### src/rtl/ppu_oam_pkg.sv
// Shared types and constants for the PPU sprite-RAM (OAM) arbiter.
// No logic; no latency; no backpressure.
// Imported by the arbiter top and its DMA engine.
package ppu_oam_pkg;

    typedef enum logic [1:0] {
        DMA_IDLE  = 2'd0,
        DMA_ALIGN = 2'd1,
        DMA_READ  = 2'd2,
        DMA_WRITE = 2'd3
    } dma_state_t;

    localparam int OAM_SIZE = 256;

    localparam logic [15:0] REG_OAMADDR = 16'h2003;
    localparam logic [15:0] REG_OAMDATA = 16'h2004;
    localparam logic [15:0] REG_OAMDMA  = 16'h4014;

endpackage

### src/rtl/ppu_oam_dma_engine.sv
// OAM DMA sequencer: copies DMA_BYTES bytes from CPU page into OAM via a write request.
// Latency: 1 + ALIGN_CYCLES + 2*DMA_BYTES cycles from dma_start to dma_busy falling.
// Backpressure: rendering holds the WRITE state (byte kept) until the arbiter can take it.
module ppu_oam_dma_engine
    import ppu_oam_pkg::*;
#(
    parameter int DMA_BYTES    = OAM_SIZE,
    parameter int ALIGN_CYCLES = 1
) (
    input  logic        clk,
    input  logic        rst,
    input  logic        dma_start,
    input  logic [7:0]  dma_page,
    input  logic        rendering,
    output logic        dma_bus_rd,
    output logic [15:0] dma_bus_addr,
    input  logic [7:0]  dma_bus_data,
    output logic        dma_busy,
    output logic        wr_req,
    output logic [7:0]  wr_data,
    output logic        wr_done
);

    localparam logic [8:0] LAST_BYTE  = 9'(DMA_BYTES - 1);
    localparam logic [7:0] ALIGN_LAST = 8'(ALIGN_CYCLES - 1);

    dma_state_t state, next_state;
    logic [7:0] page_q;
    logic [8:0] count_q;
    logic [7:0] align_q;
    logic [7:0] byte_q;
    logic       first_q;

    always_ff @(posedge clk or negedge rst) begin
        if (!rst) begin
            state   <= DMA_IDLE;
            page_q  <= '0;
            count_q <= '0;
            align_q <= '0;
            byte_q  <= '0;
            first_q <= 1'b0;
        end else begin
            state   <= next_state;
            first_q <= (state == DMA_READ);
            if (state == DMA_IDLE && dma_start) begin
                page_q  <= dma_page;
                count_q <= '0;
                align_q <= '0;
            end
            if (state == DMA_ALIGN)
                align_q <= align_q + 8'd1;
            if (first_q)
                byte_q <= dma_bus_data;
            if (wr_done)
                count_q <= count_q + 9'd1;
        end
    end

    always_comb begin
        next_state = state;
        case (state)
            DMA_IDLE:  if (dma_start) next_state = DMA_ALIGN;
            DMA_ALIGN: if (align_q == ALIGN_LAST) next_state = DMA_READ;
            DMA_READ:  next_state = DMA_WRITE;
            DMA_WRITE: if (wr_done) next_state = (count_q == LAST_BYTE) ? DMA_IDLE : DMA_READ;
            default:   next_state = DMA_IDLE;
        endcase
    end

    // Bus data is only valid in the first WRITE cycle; later cycles use the captured copy.
    assign wr_data      = first_q ? dma_bus_data : byte_q;
    assign wr_req       = (state == DMA_WRITE);
    assign wr_done      = wr_req && !rendering;
    assign dma_bus_rd   = (state == DMA_READ);
    assign dma_bus_addr = {page_q, count_q[7:0]};
    assign dma_busy     = (state != DMA_IDLE);

endmodule

### src/rtl/ppu_oam_arbiter.sv
// Single-port OAM arbiter: evaluator > DMA write > CPU OAMDATA write > CPU read.
// Latency: eval_data 1 cycle after eval_addr; cpu_rdata registered one cycle after the RAM read.
// Backpressure: CPU stalled for the whole DMA; CPU writes during rendering/DMA are dropped.
module ppu_oam_arbiter
    import ppu_oam_pkg::*;
#(
    parameter int DMA_BYTES    = OAM_SIZE,
    parameter int ALIGN_CYCLES = 1
) (
    input  logic        clk,
    input  logic        rst,
    input  logic        rendering,
    input  logic [7:0]  eval_addr,
    output logic [7:0]  eval_data,
    input  logic        cpu_oamaddr_wr,
    input  logic        cpu_oamdata_wr,
    input  logic [7:0]  cpu_wdata,
    output logic [7:0]  cpu_rdata,
    output logic [7:0]  oam_addr,
    input  logic        dma_start,
    input  logic [7:0]  dma_page,
    output logic        dma_bus_rd,
    output logic [15:0] dma_bus_addr,
    input  logic [7:0]  dma_bus_data,
    output logic        dma_busy,
    output logic        cpu_stall,
    output logic [7:0]  ram_addr,
    output logic        ram_we,
    output logic [7:0]  ram_wdata,
    input  logic [7:0]  ram_rdata
);

    logic       dma_wr_req;
    logic [7:0] dma_wr_data;
    logic       dma_wr_done;
    logic       cpu_wr_ok;
    logic       rd_now;
    logic       rd_q;
    logic [7:0] oam_addr_q;

    ppu_oam_dma_engine #(
        .DMA_BYTES    (DMA_BYTES),
        .ALIGN_CYCLES (ALIGN_CYCLES)
    ) u_dma (
        .clk          (clk),
        .rst          (rst),
        .dma_start    (dma_start),
        .dma_page     (dma_page),
        .rendering    (rendering),
        .dma_bus_rd   (dma_bus_rd),
        .dma_bus_addr (dma_bus_addr),
        .dma_bus_data (dma_bus_data),
        .dma_busy     (dma_busy),
        .wr_req       (dma_wr_req),
        .wr_data      (dma_wr_data),
        .wr_done      (dma_wr_done)
    );

    // An OAMADDR load in the same cycle wins over the data write.
    assign cpu_wr_ok = cpu_oamdata_wr && !cpu_oamaddr_wr && !rendering && !dma_busy;

    always_comb begin
        ram_addr  = oam_addr_q;
        ram_we    = 1'b0;
        ram_wdata = 8'h00;
        rd_now    = 1'b0;
        if (rendering) begin
            ram_addr = eval_addr;
        end else if (dma_wr_req) begin
            ram_we    = 1'b1;
            ram_wdata = dma_wr_data;
        end else if (cpu_wr_ok) begin
            ram_we    = 1'b1;
            ram_wdata = cpu_wdata;
        end else begin
            rd_now = 1'b1;
        end
    end

    always_ff @(posedge clk or negedge rst) begin
        if (!rst) begin
            oam_addr_q <= 8'h00;
            rd_q       <= 1'b0;
            cpu_rdata  <= 8'h00;
        end else begin
            rd_q <= rd_now;
            if (rd_q)
                cpu_rdata <= ram_rdata;
            if (dma_wr_done || cpu_wr_ok)
                oam_addr_q <= oam_addr_q + 8'd1;
            else if (cpu_oamaddr_wr && !dma_busy)
                oam_addr_q <= cpu_wdata;
        end
    end

    assign oam_addr  = oam_addr_q;
    assign eval_data = ram_rdata;
    assign cpu_stall = dma_busy;

endmodule

### config.mk
export PLATFORM = sky130hd
export DESIGN_NAME = ppu_oam_arbiter
export DESIGN_NICKNAME = d
export VERILOG_FILES = /design/src/rtl/ppu_oam_pkg.sv /design/src/rtl/ppu_oam_dma_engine.sv /design/src/rtl/ppu_oam_arbiter.sv
export SDC_FILE = /design/constraint.sdc
export NUM_CORES = 1
export LEC_CHECK = 0
export ABC_AREA = 1
export CAP_MARGIN = 20
export CORE_MARGIN = 3
export CORE_UTILIZATION = 30
export DETAILED_ROUTE_END_ITERATION = 16
export PLACE_DENSITY = 0.56
export SETUP_SLACK_MARGIN = 0.1
export SYNTH_ARGS = -nofsm -noshare
export SYNTH_HDL_FRONTEND = slang
export SYNTH_HIERARCHICAL = 1
export SYNTH_SLANG_ARGS = --single-unit
### constraint.sdc
create_clock -name clk -period 1.6 [get_ports clk]
set_clock_uncertainty 0.05 [all_clocks]
set_input_delay 0.32 -clock clk [delete_from_list [all_inputs] [get_ports clk]]
set_output_delay 0.32 -clock clk [all_outputs]
set_load 0.1 [all_outputs]
* Word level (Yosys, flattened, before mapping)
Index checks and enable logic that the tools add are counted. Widths: inputs -> output; s select.
Storage, ports and cells: bits in registers 53, output and inout bits 60
Cells by class: $add $sub $neg 3, equality and inequality tests 7, multiplexer cells 22, reduce and logical (&&, ||, !) cells 17
Operators by type and width (count):
- $mux 8 | 9
- $mux 9 | 2
- $add 8x1->8 const B | 2
- $add 9x1->9 const B | 1
- $eq 9x8->1 const B | 1
- $logic_not 8->1 | 1
- $mux 2 | 4
- $pmux 2 s4 | 1
- $reduce_bool 2->1 | 4
- $logic_and 1x1->1 | 6
- $mux 1 | 6
- $ne 2x2->1 const B | 3
- $eq 2x2->1 const B | 2
- $logic_not 1->1 | 3
- $reduce_and 3->1 | 1
- $eq 2x1->1 const B | 1
- $logic_not 2->1 | 1
- $logic_or 1x1->1 | 1

* Depth between registers and ports, before layout
Gate-level depths: netlist of the first run.
depth after elaboration 7, gate-level depth with buffers 9, gate-level depth less buffers 9

* Cells and area by module
The synthesis of the first run kept the hierarchy.
Modules (own cells, without submodules):
- ppu_oam_dma_engine | instances 1, cells an instance 206, area each 1741.7 µm²
- ppu_oam_arbiter | instances 1, cells an instance 150, area each 1198.6 µm²

* Worst setup path after synthesis of the first run
OpenSTA, ideal clock, no wires.
path kind register to output, from reg u_dma.state[1], to out ram_wdata[0], arrival 3.637 ns, data required time 1.230 ns, slack -2.407 ns, cell stages (with the launch flop) 10, path buffers 0, path through dfrtp_1 -> inv_1 -> nand2_1 -> nor2_4 -> nand3_4 -> inv_2 -> nor2_2 -> nor2_4 -> inv_2 -> nor2_1
Between the ends: cells in the longest elaborated chain, start to end 6, elaborated cells between the ends (all ways) 7, classes of those cells eq/ne: 1; mux: 3; reduce/logical: 3
RTL lines:
- start, declared | RTL line ppu_oam_dma_engine.sv:27 | dma_state_t state, next_state;
- start signal, assigned | RTL line ppu_oam_dma_engine.sv:43 | state <= next_state;
- $reduce_bool 2->1 | RTL line ppu_oam_dma_engine.sv:76 | assign dma_busy = (state != DMA_IDLE);
- net cpu_stall | RTL line ppu_oam_arbiter.sv:26 | output logic cpu_stall,
- $logic_not 1->1 | RTL line ppu_oam_arbiter.sv:60 | assign cpu_wr_ok = cpu_oamdata_wr && !cpu_oamaddr_wr && !rendering && !dma_busy;
- $logic_and 1x1->1 | RTL line ppu_oam_arbiter.sv:60
- $mux 8 | RTL line ppu_oam_arbiter.sv:72 | end else if (cpu_wr_ok) begin
- $mux 8 | RTL line ppu_oam_arbiter.sv:69 | end else if (dma_wr_req) begin
- $mux 8 | RTL line ppu_oam_arbiter.sv:67 | if (rendering) begin
- end, declared | RTL line ppu_oam_arbiter.sv:29 | output logic [7:0] ram_wdata,
The timed path passes the listed nets, and every way through them passes these cells.

* Worst setup path after layout of the first run
from reg u_dma.state[1], to out ram_wdata[0]
Between the ends: cells in the longest elaborated chain, start to end 6, elaborated cells between the ends (all ways) 7, classes of those cells eq/ne: 1; mux: 3; reduce/logical: 3
RTL lines (RTL line):
- $reduce_bool 2->1 | ppu_oam_dma_engine.sv:76
- $logic_not 1->1 | ppu_oam_arbiter.sv:60
- $logic_and 1x1->1 | ppu_oam_arbiter.sv:60
- $mux 8 | ppu_oam_arbiter.sv:72
- $mux 8 * | ppu_oam_arbiter.sv:69
- $mux 8 * | ppu_oam_arbiter.sv:67
Mark *: on every way between the ends. The rest lies on a longest branch, timed or not.

==> reports/metrics.yaml, run 1 <==
syn-num-nets: 407
rrSetupSlack_ns: 0.16
final_util_pct: 58.12
worst_pin_slew_ns: 0.4991
hp-class: "flop to flop"
num_rows: 35
synthArstFlopShare_pct: 100.0
timing.rr.end: "u_dma/count_q[8]$_DFFE_PN0P_"
pwr-share-clk_pct: 12.8
clock_sinks: 53
firstDrtPassIters: 4
antenna_found_initial: 0
synth_area_leader_cell: "dfrtp_1"
swShare_pct: 46.52
numCtsBuffers: 5
outcome: "finished with violations"
grt_pass1_wl_um: 14040
grt_usage_pct: 15.43
wirelength_um: 8449
globalRoute.totalOverflow: 0
grt_util_met1_pct: 20.20
cts-root-buf: "clkbuf_8"
htreeDepth: 2
min_to: "u_dma/byte_q[7]$_DFF_PN0_"
io_pins: 106
grtUsageMet2_pct: 26.31
leakagePower_nw: 2.551
cap_violations: 0
comb_power_share_pct: 59.2
seq_area_frac_synth_pct: 45.11
detail-route-antenna-nets: 0
gr-max-usage-layer: "met2"
clock_latency_ns: 0.30
relSlewSlack_pct: 66.73
synth_top_cells_by_count: "nand2_1 (110), dfrtp_1 (53), inv_1 (34), nor2_1 (30), nand3_1 (27)"
fmax_mhz: 480.8
postSynthAreaPerCell_sq_um: 8.259
crit_type: "flop to output pin"
worst_setup_path_start_kind: "flop"
hpwl_um: 6324
violations: "negative setup slack"
worstHoldPathCells: 1
remaining_drc_errors: 0
synth_flop_cell: "dfrtp_1"
synth_warnings: 6
synth_edf_count: 0
die-width_um: 105
start_util_pct: 31.38
clk_pin_slew_ns: 0.10
p_int_mw: 3.221
ys_ff_latch: 53
r2r-start: "u_dma/count_q[0]$_DFFE_PN0P_"
vias_per_cell: 4.420
synth.most_common_cell: "nand2_1"
io_buffers: 105
grt_pass1_vias: 2840
synth_cell_type_count: 28
netlist_instances: 356
synth_top_cell_area_share_pct: 45.11
core_sq_um: 9371
end_kind: "output pin"
post_dp_cell_area_sq_um: 5067
crit_arrival_ns: 1.71
finalInstanceArea_sq_um: 5446
cts_tree: "yes"
fin_nets: 554
switchingPower_mw: 2.801
grt_max_degree: 29
finalHoldViolations: 0
vdd_drop_max_mv: 0.8703
rsz0062_at_grt: "yes"
synth_area_leaders: "dfrtp_1 (45%), nand2_1 (14%), mux2_2 (7.3%)"
p_seq_share_pct: 28.0
n_antenna_cell: 0
slew_violations: 0
finalCriticalPeriod_ns: 2.080
netlist_area_sq_um: 2940
clock_path_buffers: 2
worstHoldStart: "u_dma/byte_q[7]$_DFF_PN0_"
crit_required_ns: 1.23
finalSetupViolations: 11
drive_gt1_share_pct: 39.29
die_height_um: 105
final.period_utilization_pct: 130.0
vias: 2798
first_iter_violations: 70
use_met3_pct: 3.274
routedWlPerCell_um: 13.35
die-area_sq_um: 11030
routabilityCongestion: 0.8325
syn2layout_area_growth_pct: 85.23
rr_worst_depth: 7
power_density_nw_per_um2: 1106
crit_fanout: 8
setup_slack_ns: -0.4801
## layout by cell type (no fill, tap or decap), types with 6 or more instances in the layout
master           instances
a21oi_1                  6
nor2_1                  19
mux2i_1                  7
buf_6                    7
nor2_4                  16
dfrtp_1                 45
clkdlybuf4s50_1         40
buf_4                   45
nand3_1                 26
buf_12                  65
inv_1                   26
nand2_1                106
mux2_2                  16
o21ai_0                 10
## how the worst max path moves through the flow
stage,startpoint,cells after the start,end,slack (ns)
2_1_floorplan,u_dma/state[1]$_DFFE_PN0P_,9,ram_wdata[0],-1.07
3_3_place_gp,rendering,9,ram_wdata[0],-0.44
3_5_place_dp,rendering,9,ram_wdata[0],-0.51
4_1_cts,u_dma/state[0]$_DFFE_PN0P_,10,ram_wdata[0],-0.48
5_1_grt,u_dma/state[1]$_DFFE_PN0P_,10,ram_wdata[0],-0.58
6_report,u_dma/state[1]$_DFFE_PN0P_,10,ram_wdata[0],-0.48
## registers in the layout (all words and copies together), names as in the netlist
register / count
u_dma/byte_q: 8
cpu_rdata: 8
u_dma/page_q: 8
rd_q: 1
u_dma/state: 2
u_dma/count_q: 9
oam_addr: 8
u_dma/align_q: 8
u_dma/first_q: 1
## kinds of logic after synthesis
family	synth area share, %
and+or+nand+nor	27.02
AOI/OAI and AO/OA	4.426
buffers and inverters	10.72
muxes	10.00
adders and majority gates	2.128
xor gates and xnor gates	0.5959
DFF	45.11
## power by group through the flow
stage          logic, mW  registers [mW]  clock network (mW)
6_report            3.56            1.69               0.772
5_1_grt             3.70            1.71               0.875
4_1_cts             3.55            1.68               0.814
3_5_place_dp        3.32            1.78                   0
3_3_place_gp        3.30            1.77                   0
2_1_floorplan       1.50            2.31                   0
## metrics by stage
stage                     TNS [ns]  std cells  hold slack [ns]  power [mW]  worst slack [ns]
final                       -4.246        633           0.4595       6.022           -0.4801
after global routing        -5.324        633           0.4689       6.292           -0.5763
after floorplan             -10.40        356         -0.02559       3.814            -1.072
after CTS                   -4.422        631           0.4528       6.046           -0.4816
after detailed placement    -10.99        602           0.2583       5.097           -0.5104
after global placement      -8.990        602           0.2557       5.070           -0.4413
## layer usage
layer  wire, um  share of wire (%)  vias to the layer above
met5          0                  0                        -
met3        398                4.7                        4
met1       3695                 44                     1301
met4         59               0.70                        0
li1           -                  -                     1419
met2       4295                 51                       74
## final cells by class
class | instances | area [sq um]
multi-input cells | 242 | 1505
inverters | 37 | 163.9
clock buffers | 6 | 72.57
well taps | 129 | 161.4
repair buffers | 164 | 2180
flip-flops and latches | 53 | 1349
clock inverters | 2 | 15.01
fillers | 835 | 3925
## what timing repair did
item	CTS	global route
setup buffers	20	6
pin swaps	6	6
hold buffers	1	0
resized for setup	24	19
setup endpoints to repair	29	46
endpoints found under the hold margin	16	0
## critical path: stages, from the launching register on
cell and delay [ns]:
dfrtp_1 0.41, inv_2 0.12, nand2_8 0.06, nor2_4 0.10
nand3_4 0.08, inv_4 0.07, nor2_4 0.04, nor2_4 0.13
inv_6 0.10, nor2_4 0.13, buf_12 0.18
(Power assumes the default switching activity.)
==> run 2: changes to the inputs <==
--- a/config.mk
+++ b/config.mk
@@ -8,9 +8,10 @@
 export ABC_AREA = 1
 export CAP_MARGIN = 20
 export CORE_MARGIN = 3
-export CORE_UTILIZATION = 30
+export CORE_UTILIZATION = 41
 export DETAILED_ROUTE_END_ITERATION = 16
-export PLACE_DENSITY = 0.56
+export HOLD_SLACK_MARGIN = 0.08
+export PLACE_DENSITY = 0.77
 export SETUP_SLACK_MARGIN = 0.1
 export SYNTH_ARGS = -nofsm -noshare
 export SYNTH_HDL_FRONTEND = slang
==> run 2 against run 1 <==
Net effect: the run still ends with negative setup slack left; final cell count decreased by 3.8%; final area grew 2.5%; clock power is 2% higher; core utilization up 23 points; global-route usage increased by 9.1 points; first-iteration DRC count grew to 3.2 times the previous value; maximum frequency fell by 8.4%; flip-flop and latch count unchanged; register-to-register slack worse by 0.26 ns; sequential power is essentially flat; largest cell class unchanged.
==> reports/metrics.yaml, run 2 (synthesis gave the netlist of run 1 again) <==
fin_nets: 563
worst_setup_path_start_kind: "flop"
rsz0062_at_grt: "yes"
vdd_drop_max_mv: 1.238
holdWs_ns: 0.4034
routabilityCongestion: 0.8606
start_util_pct: 42.81
globalRoute.totalOverflow: 0
finalHoldViolations: 0
final_common_cell: "nand2_1"
wirelength_um: 11910
io_buffers: 105
grt_pass1_wl_um: 16010
rrSetupSlack_ns: -0.10
finalCriticalPeriod_ns: 2.271
remaining_drc_errors: 0
outcome: "finished with violations"
grt_pass1_vias: 3116
fin_total_pwr_mw: 6.245
crit_required_ns: 1.23
worst_pin_slew_ns: 0.3896
htreeDepth: 2
numCtsBuffers: 5
drive_gt1_share_pct: 44.44
cts-root-buf: "clkbuf_8"
cts_tree: "yes"
detail-route-antenna-nets: 0
final.period_utilization_pct: 141.9
clock_path_buffers: 2
final_cell_mix: "nand2_1 (90), buf_12 (63), buf_4 (49)"
largest_register_ffs: 9
crit_type: "flop to output pin"
finalSetupViolations: 23
leakagePower_nw: 2.643
crit_arrival_ns: 1.90
regMostFlops: "u_dma/count_q"
clock_sinks: 53
io_pins: 106
firstDrtPassIters: 5
vias_per_cell: 5.338
vias: 3251
violations: "negative setup slack"
clock_latency_ns: 0.32
syn2layout_area_growth_pct: 89.92
grt_max_degree: 54
hp-class: "primary input to flop"
clk_pin_slew_ns: 0.10
end_kind: "output pin"
routedWlPerCell_um: 19.55
core_sq_um: 6869
setup_slack_ns: -0.6710
hpwl_um: 6336
n_antenna_cell: 0
die-width_um: 90.69
slew_violations: 0
grt_usage_pct: 24.54
first_iter_violations: 223
num_rows: 30
die_height_um: 90.69
cap_violations: 0
die-area_sq_um: 8224
power_density_nw_per_um2: 1118
antenna_found_initial: 0
tns_ns: -6.492
relSlewSlack_pct: 73.28
fmax_mhz: 440.3
crit_fanout: 6
run 2: cell types whose count changed in the layout (fill, tap and decap cells not counted), sizes merged:
cell	before	now
buf	120	127
dlygate4sd2	3	0
dlymetal6s2s	0	2
clkbuf	6	7
clkdlybuf4s50	40	41
clkinv	0	1
clkinvlp	4	3
nand2	111	112
run 2: cell type report:
class / instances / area, sq um
repair buffers: 172 / 2270
multi-input cells: 243 / 1594
flip-flops and latches: 53 / 1349
fillers: 373 / 1285
inverters: 37 / 163.9
well taps: 96 / 120.1
clock buffers: 6 / 72.57
clock inverters: 2 / 15.01
run 2: path summary, 6_finish.rpt:
check / cells past startpoint / endpoint / start
max: 6 / ram_wdata[5] / u_dma/state[0]$_DFFE_PN0P_
min: 4 / rd_q$_DFF_PN0_ / rendering
max reg2reg: 10 / oam_addr[0]$_DFFE_PN0P_ / u_dma/state[1]$_DFFE_PN0P_
min reg2reg: 1 / u_dma/byte_q[1]$_DFF_PN0_ / u_dma/byte_q[1]$_DFF_PN0_
max in group asynchronous: 3 / oam_addr[1]$_DFFE_PN0P_ / rst
min in group asynchronous: 3 / oam_addr[6]$_DFFE_PN0P_ / rst
run 2: worst max-delay path: stages (launching register included):
cell and delay (ns):
dfrtp_1 0.40, nand2_1 0.09, inv_1 0.19, buf_4 0.23, mux2i_1 0.40, nor2_4 0.09, buf_12 0.18
run 2: power by group:
group / leakage (nW) / switching [mW] / internal, mW
Clock: 0.0374 / 0.481 / 0.310
Combinational: 1.97 / 2.35 / 1.40
Sequential: 0.632 / 0.159 / 1.54
Total: 2.64 / 2.99 / 3.25
run 2: metrics by stage:
step           worst slack (ns)  cell area, sq um  instances  util, %
3_3_place_gp            -0.4363              5016        571    73.02
6_report                -0.6710              5584        609    81.29
2_1_floorplan            -1.072              3107        356        -
4_1_cts                 -0.5062              5366        599    78.12
5_1_grt                 -0.7683              5584        609    81.29
3_5_place_dp            -0.4736              5016        571    73.02
run 2: what timing repair did:
| item | in CTS | in global routing |
|---|---|---|
| cloned | 1 | 1 |
| buffers inserted | 20 | 13 |
| gates resized for setup | 33 | 46 |
| hold endpoints to repair | 53 | 0 |
| setup endpoints to repair | 31 | 51 |
| pin swaps | 10 | 17 |
| hold buffers | 1 | 0 |
run 2: metal layers:
layer / part of all wire, % / GRT usage (%)
met1: 35 / 26.61
met2: 53 / 44.29
met3: 5.7 / 5.667
met4: 5.8 / 12.50
met5: 0 / 0
